--- src/rtl/elastic_slip_ctrl.sv ---
// Elastic buffer pointer controller with centre-fill start-up and slip recentring.
// Read pointer jumps to half a buffer behind the write pointer when the fill leaves the window.
module elastic_slip_ctrl #(
  parameter int ADDRBIT   = 4,
  parameter int WIN_WIDTH = 2
) (
  input  logic                 clk,
  input  logic                 rst,
  input  logic                 wren,
  input  logic                 rden,
  input  logic [WIN_WIDTH-1:0] winsize,
  input  logic                 forceslip,
  input  logic                 clrcnt,
  output logic [ADDRBIT-1:0]   wraddr,
  output logic [ADDRBIT-1:0]   rdaddr,
  output logic                 rd_ack,
  output logic [ADDRBIT:0]     fill,
  output logic                 slip_ovf,
  output logic                 slip_udf,
  output logic [7:0]           slipcnt
);

  localparam int PW = ADDRBIT + 1;
  localparam logic [PW-1:0] DEPTH_P  = PW'(1 << ADDRBIT);
  localparam logic [PW-1:0] CENTER_P = PW'(1 << (ADDRBIT - 1));

  typedef enum logic {FILL, RUN} state_t;

  state_t        state_reg, state_next;
  logic [PW-1:0] wptr_reg, wptr_next;
  logic [PW-1:0] rptr_reg, rptr_next;
  logic          slip_ovf_reg, slip_udf_reg;
  logic [7:0]    slipcnt_reg, slipcnt_next;

  logic [PW-1:0] fill_cur;
  logic [PW-1:0] lo_thr, hi_thr;
  logic          ovf_now, udf_now, ack_now;

  assign fill_cur = wptr_reg - rptr_reg;
  assign lo_thr   = {{(PW-WIN_WIDTH){1'b0}}, winsize};
  assign hi_thr   = DEPTH_P - lo_thr;

  always_comb begin
    state_next = state_reg;
    wptr_next  = wptr_reg + {{ADDRBIT{1'b0}}, wren};
    rptr_next  = rptr_reg;
    ovf_now    = 1'b0;
    udf_now    = 1'b0;
    ack_now    = 1'b0;
    unique case (state_reg)
      FILL: begin
        if (fill_cur == CENTER_P) state_next = RUN;
      end
      RUN: begin
        ack_now = rden;
        udf_now = rden && (fill_cur <= lo_thr);
        ovf_now = wren && (fill_cur >= hi_thr);
        // Both slip directions recentre relative to the post-write pointer.
        if (udf_now || ovf_now) rptr_next = wptr_next - CENTER_P;
        else                    rptr_next = rptr_reg + {{ADDRBIT{1'b0}}, rden};
      end
    endcase
    if (forceslip) begin
      state_next = FILL;
      wptr_next  = '0;
      rptr_next  = '0;
      ovf_now    = 1'b0;
      udf_now    = 1'b0;
    end
  end

  always_comb begin
    slipcnt_next = slipcnt_reg;
    if (clrcnt)
      slipcnt_next = '0;
    else if ((ovf_now || udf_now) && (slipcnt_reg != 8'hFF))
      slipcnt_next = slipcnt_reg + 8'd1;
  end

  always_ff @(posedge clk or posedge rst) begin
    if (rst) begin
      state_reg    <= FILL;
      wptr_reg     <= '0;
      rptr_reg     <= '0;
      slip_ovf_reg <= 1'b0;
      slip_udf_reg <= 1'b0;
      slipcnt_reg  <= '0;
    end else begin
      state_reg    <= state_next;
      wptr_reg     <= wptr_next;
      rptr_reg     <= rptr_next;
      slip_ovf_reg <= ovf_now;
      slip_udf_reg <= udf_now;
      slipcnt_reg  <= slipcnt_next;
    end
  end

  assign wraddr   = wptr_reg[ADDRBIT-1:0];
  assign rdaddr   = rptr_reg[ADDRBIT-1:0];
  assign rd_ack   = ack_now;
  assign fill     = fill_cur;
  assign slip_ovf = slip_ovf_reg;
  assign slip_udf = slip_udf_reg;
  assign slipcnt  = slipcnt_reg;

endmodule

--- config.mk ---
export PLATFORM = sky130hd
export DESIGN_NAME = elastic_slip_ctrl
export DESIGN_NICKNAME = d
export VERILOG_FILES = /design/src/rtl/elastic_slip_ctrl.sv
export SDC_FILE = /design/constraint.sdc
export NUM_CORES = 1
export LEC_CHECK = 0
export BUFFER_PORTS_ARGS = -buffer_cell sky130_fd_sc_hd__buf_2
export CAP_MARGIN = 20
export CELL_PAD_IN_SITES_DETAIL_PLACEMENT = 2
export CELL_PAD_IN_SITES_GLOBAL_PLACEMENT = 2
export CORE_ASPECT_RATIO = 0.5
export CORE_MARGIN = 8
export CORE_UTILIZATION = 29
export CTS_BUF_LIST = sky130_fd_sc_hd__clkbuf_16
export DETAILED_ROUTE_END_ITERATION = 10
export PLACE_DENSITY_LB_ADDON = 0.1
export SETUP_SLACK_MARGIN = 0.3
export SYNTH_ARGS = -nofsm -noshare
export SYNTH_HDL_FRONTEND = slang
export SYNTH_SLANG_ARGS = --single-unit
--- constraint.sdc ---
create_clock -name clk -period 3.25 [get_ports clk]
set_input_delay 0.1625 -clock clk [delete_from_list [all_inputs] [get_ports clk]]
set_output_delay 0.1625 -clock clk [all_outputs]
set_load 0.03 [all_outputs]
Word level (Yosys, flattened, before mapping)

Cells that the tools add are included.

Add/sub/neg operators: 6
Order comparisons: 2
Eq/ne operators: 2
Multiplexer cells: 14
Reduce and logical (&&, ||, !) cells: 7

Operator list:

| kind                                                                  | count |
|---|---|
| 5-bit 2-to-1 mux                                                      | 4 |
| 8-bit 2-to-1 mux                                                      | 2 |
| 5-bit by 1-bit adder with 5-bit output                                | 2 |
| 8-bit by 1-bit adder with 8-bit output, second input constant         | 1 |
| 1-bit 2-to-1 mux                                                      | 8 |
| 8-bit inequality test, second input constant                          | 1 |
| 5-bit by 4-bit equality test with 1-bit output, second input constant | 1 |
| 5-bit greater-or-equal comparator                                     | 1 |
| 5-bit by 2-bit less-or-equal comparator with 1-bit output             | 1 |
| 5-bit by 2-bit subtractor with 5-bit output, first input constant     | 1 |
| 5-bit by 4-bit subtractor with 5-bit output, second input constant    | 1 |
| 5-bit subtractor                                                      | 1 |
| 2-bit nonzero test                                                    | 2 |
| 1-bit logical AND                                                     | 3 |
| 1-bit logical OR                                                      | 2 |

Bits in registers: 21
Word-level logic and storage cells: 37

Logic depth before layout (Yosys ltp)

Depth in word-level cells: 9
Mapped depth: 16

Worst setup path after synthesis

OpenSTA, ideal clock, no wires.

Path kind: register to register
From: reg wptr_reg[0]
To: reg rptr_reg[4]
Library setup time: 123 ps
Arrival time: 3244 ps
Required time: 3127 ps
Slack: -116 ps
Cell stages (with the launch flop): 15
Path buffers: 2
Clock period less this slack: 3366 ps
Cell sequence: dfrtp_1 > inv_1 > ha_1 > inv_1 > fa_1 > xor2_1 > ha_1 > a21oi_1 > o21ai_0 > a41oi_1 > o41a_1 > buf_6 > buf_2 > a21oi_1 > o221a_2

Word-level cells in the longest chain between the ends: 7
Elaborated cells on any way between the ends: 11

Ends and longest elaborated chain:

| item                                                                                                           | RTL line | text |
|---|---|---|
| start, declared                                                                                                | 30       | `logic [PW-1:0] wptr_reg, wptr_next;` |
| start signal, assigned                                                                                         | 90       | `wptr_reg <= wptr_next;` |
| 5-bit subtractor (*)                                                                                           | 39       | `assign fill_cur = wptr_reg - rptr_reg;` |
| net fill[2]                                                                                                    | 17       | `output logic [ADDRBIT:0] fill,` |
| 5-bit by 2-bit less-or-equal comparator with 1-bit output or 5-bit greater-or-equal comparator (tied branches) | 56, 57   |  |
| 1-bit logical AND (on tied branches)                                                                           | 56, 57   |  |
| 1-bit logical OR (*)                                                                                           | 59       | `if (udf_now \|\| ovf_now) rptr_next = wptr_next - CENTER_P;` |
| 5-bit 2-to-1 mux (*)                                                                                           | 59       |  |
| 5-bit 2-to-1 mux (*)                                                                                           | 50       | `unique case (state_reg)` |
| 5-bit 2-to-1 mux (*)                                                                                           | 63       | `if (forceslip) begin` |
| end signal, assigned                                                                                           | 91       | `rptr_reg <= rptr_next;` |
| end, declared                                                                                                  | 31       | `logic [PW-1:0] rptr_reg, rptr_next;` |

Mark *: on every way through the listed nets, which the timed path passes. The rest lies on a longest branch. The select of a mux whose other input is x is not followed.
A chain may end at the register's enable or synchronous reset.

Worst setup path after layout

From: reg wptr_reg[0]
To: reg rptr_reg[1]

Word-level cells in the longest chain between the ends: 7
Elaborated cells on any way between the ends: 11

Ends and longest elaborated chain:

| item                                                                                                           | RTL line |
|---|---|
| 5-bit subtractor                                                                                               | 39 |
| 5-bit by 2-bit less-or-equal comparator with 1-bit output or 5-bit greater-or-equal comparator (tied branches) | 56, 57 |
| 1-bit logical AND (on tied branches)                                                                           | 56, 57 |
| 1-bit logical OR                                                                                               | 59 |
| 5-bit 2-to-1 mux (*)                                                                                           | 59 |
| 5-bit 2-to-1 mux (*)                                                                                           | 50 |
| 5-bit 2-to-1 mux (*)                                                                                           | 63 |

Every way passes the cells marked *; elsewhere a longest branch is shown, timed or not. The select of a mux whose other input is x is not followed.

==> impl_metrics.csv <==
group,metric,value,unit
outcome,status,"finished with violations",
outcome,violations,"setup timing",
grt,grt_pass1_wl,8500,um
yosys,post-synth-top-count-cell,"dfrtp_1",
floorplan,ios,32,
place,globalplace.congestion,0.7552,
clock_tree,cts_root_buffer,"clkbuf_16",
setup_path,cp_max_fo,9,
setup_path,cpMaxStageDelayCell,"fa_2",
grt,grt_usage,13.36,%
place,pre_cts_slack,-0.03290,ns
place,dp.final_hpwl,3852,um
route,avgViaCountPerCell,4.982,
yosys,synth_warnings,0,
yosys,seq_area_frac_synth,34.17,%
final_layout,areaGrowthSynthToFinish,38.41,%
yosys,synth.distinct_cells,39,
floorplan,start_util,30.62,%
floorplan,die_y,67.49,um
power,total_power,1.820,mW
sta,rsz0062_at_grt,"yes",
yosys,synthTopCellsByArea,"dfrtp_1 34%, ha_1 13%, buf_4 3.9%",
clock_tree,clk_path_buf_depth,2,
yosys,yosys-top-cells-count,"21 x dfrtp_1, 16 x ha_1, 14 x inv_1",
clock_tree,clk_pin_slew,0.06,ns
route,ant_nets,0,
route,dr.pass1.iters,4,
grt,grt_overflow,0,
sta,max_slew_margin,32.13,%
place,port_buffers,31,
power,power_per_cell_area,855.2,nW/um^2
sta,hold_violations,0,
grt,met2_usage,23.56,%
yosys,syn_nets,196,
setup_path,cp.required,3.39,ns
sta,fin_ws,-0.01716,ns
yosys,netlist_instances,171,
yosys,synth_edf_count,0,
grt,antenna_found_initial,0,
yosys,synth_top_area_share,34.17,%
clock_tree,h-tree-depth,1,
power,p_leak,1.002,nW
floorplan,core-area,5022,um^2
sta,setup_viol,1,
route,vias,1385,
grt,use_met3,3.161,%
grt,grt_pass1_vias,1603,
sta,final_max_slew_viol_count,0,
setup_path,arrival,3.40,ns
route,drt-initial-drc-count,36,
grt,grt_util_met1,16.61,%
sta,layout_min_cycle_time,3.267,ns
clock_tree,clock_latency,0.26,ns
setup_path,endpoint_kind,"flip-flop",
route,wl,5328,um
power,ir_worst_vdd,0.0003484,V
floorplan,die_width,119.0,um
setup_path,timing.rr.start,"wptr_reg[0]",
final_layout,final_area,2128,um^2
setup_path,crit_chain,"inv_1 -> ha_2 -> inv_2 -> fa_2 -> a21o_1 -> a21oi_4 -> xnor2_4 -> ha_4 -> nand3_2 -> nand2_2 -> a41oi_2 -> o41a_1 -> buf_12 -> mux2i_1 -> a211oi_1",
yosys,synth_area_per_cell,8.993,um^2
setup_path,r2r-end,"rptr_reg[1]",
yosys,synth_flop_cell,"dfrtp_1",
setup_path,cpPeakStageDelay,0.41,ns
yosys,syn_area,1538,um^2
grt,top_usage_layer,"met2",
yosys,yosys.area.top_type,"dfrtp_1",
min_path,hp-class,"input port to async pin",
grt,grt_max_degree,22,
clock_tree,cts_buffers,3,
run,cap_violations,0,
route,route.detailed.drc,0,
route,wire_per_inst,19.17,um
floorplan,dieArea,8030,um^2
yosys,async_flop_share,100.0,%
place,place_area,1886,um^2
setup_path,worst_setup_path_start_kind,"flip-flop",
clock_tree,cts_tree,"done",
final_layout,layout-drive-gt1-share,39.42,%
yosys,synth_seq_cells,21,
final_layout,fin_nets,234,
sta,fmax,306.1,MHz
sta,skew,0.003912,ns
sta,period_share,100.5,%
setup_path,ff2ff_setup_slack,-0.02,ns
clock_tree,cts_sinks,21,
setup_path,r2r_cells,15,
sta,worst_slew_pin_slew,1.016,ns
final_layout,largest_reg_flops,8,
floorplan,fp-row-count,18,
setup_path,crit_type,"flip-flop to flip-flop",
final_layout,n_antenna_cell,0,
[worst max-delay path by stage]
stage / from / slack (ns) / endpoint
3_3_place_gp: wptr_reg[0] / 0.07 / rptr_reg[4]
5_1_grt: wptr_reg[0] / -0.14 / rptr_reg[1]
4_1_cts: wptr_reg[0] / 0.02 / slipcnt[2]
3_5_place_dp: wptr_reg[0] / -0.03 / slipcnt[2]
6_report: wptr_reg[0] / -0.02 / rptr_reg[1]
2_1_floorplan: wptr_reg[0] / 0.18 / slipcnt[5]
[placed cells by master (no fill, tap or decap), types with 2 or more instances in the layout]
master,n
a21oi_2,5
mux2i_1,2
dfrtp_1,21
clkbuf_16,4
o21ai_2,2
a31oi_1,3
nand2_1,10
xnor2_1,3
nand3_1,9
nor2_1,12
inv_1,14
nor2b_1,7
buf_6,2
or3_1,3
ha_4,2
buf_4,11
o21ai_0,4
and3_1,2
o21ai_1,3
ha_1,13
xor2_1,2
mux2_4,3
buf_2,31
and2_1,2
a21oi_1,4
o31ai_1,2
[cell families (layout without fill, tap and decap cells)]
family,Yosys count,after routing,synth area share (%)
XOR/XNOR,8,8,4.556
AO/OA/AOI/OAI,33,33,13.83
multiplexers,6,6,4.231
flip-flops,21,21,34.17
adder cells (fa/ha/maj),17,17,14.32
buffers and inverters,28,65,9.357
AND/OR/NAND/NOR,58,58,19.53
[worst max-delay path, delay by kind of cell, from the launching register on]
kind                       cells  cell delay (ns)
buffers and inverters          3             0.29
DFF                            1             0.39
xor gates and xnor gates       1             0.16
AOI/OAI and AO/OA              5             1.26
muxes                          1             0.09
adders and majority gates      3             0.83
and+or+nand+nor                2             0.12
[through the flow]
step | cells | TNS, ns | util [%] | hold WS (ns)
after floorplan | 171 | 0 | - | 0.1390
after global placement | 264 | 0 | 37.54 | 0.3894
after detailed placement | 264 | -0.03359 | 37.54 | 0.3977
after CTS | 275 | 0 | 40.86 | 0.1250
after global routing | 278 | -0.6109 | 42.38 | 0.1616
final | 278 | -0.01716 | 42.38 | 0.07839
[power breakdown]
part	internal (mW)	switching, mW	total (mW)
sequential	0.281	0.0273	0.309
clock	0.164	0.0988	0.263
combinational	0.615	0.634	1.25
total	1.06	0.760	1.82
[layout make-up]
cell class | count | area [um^2]
clock buffer | 3 | 75.07
clock inverter | 1 | 3.754
fill | 549 | 2894
inverter | 14 | 52.55
multi-input combinational | 122 | 1051
sequential | 21 | 525.5
tap | 70 | 87.58
timing repair buffer | 47 | 332.8
[timing repair]
item / CTS / global route
gates cloned: 1 / 1
setup buffers: 6 / 2
pin swaps: 5 / 7
hold buffers: 0 / 0
gates resized for setup: 4 / 11
setup endpoints to repair: 13 / 13
[routing by layer]
layer  up-vias  wire [um]
li1        669          -
met1       689       2482
met2        22       2627
met3         5        176
met4         0         42
met5         -          0
Power figures use the tool's default switching activity.
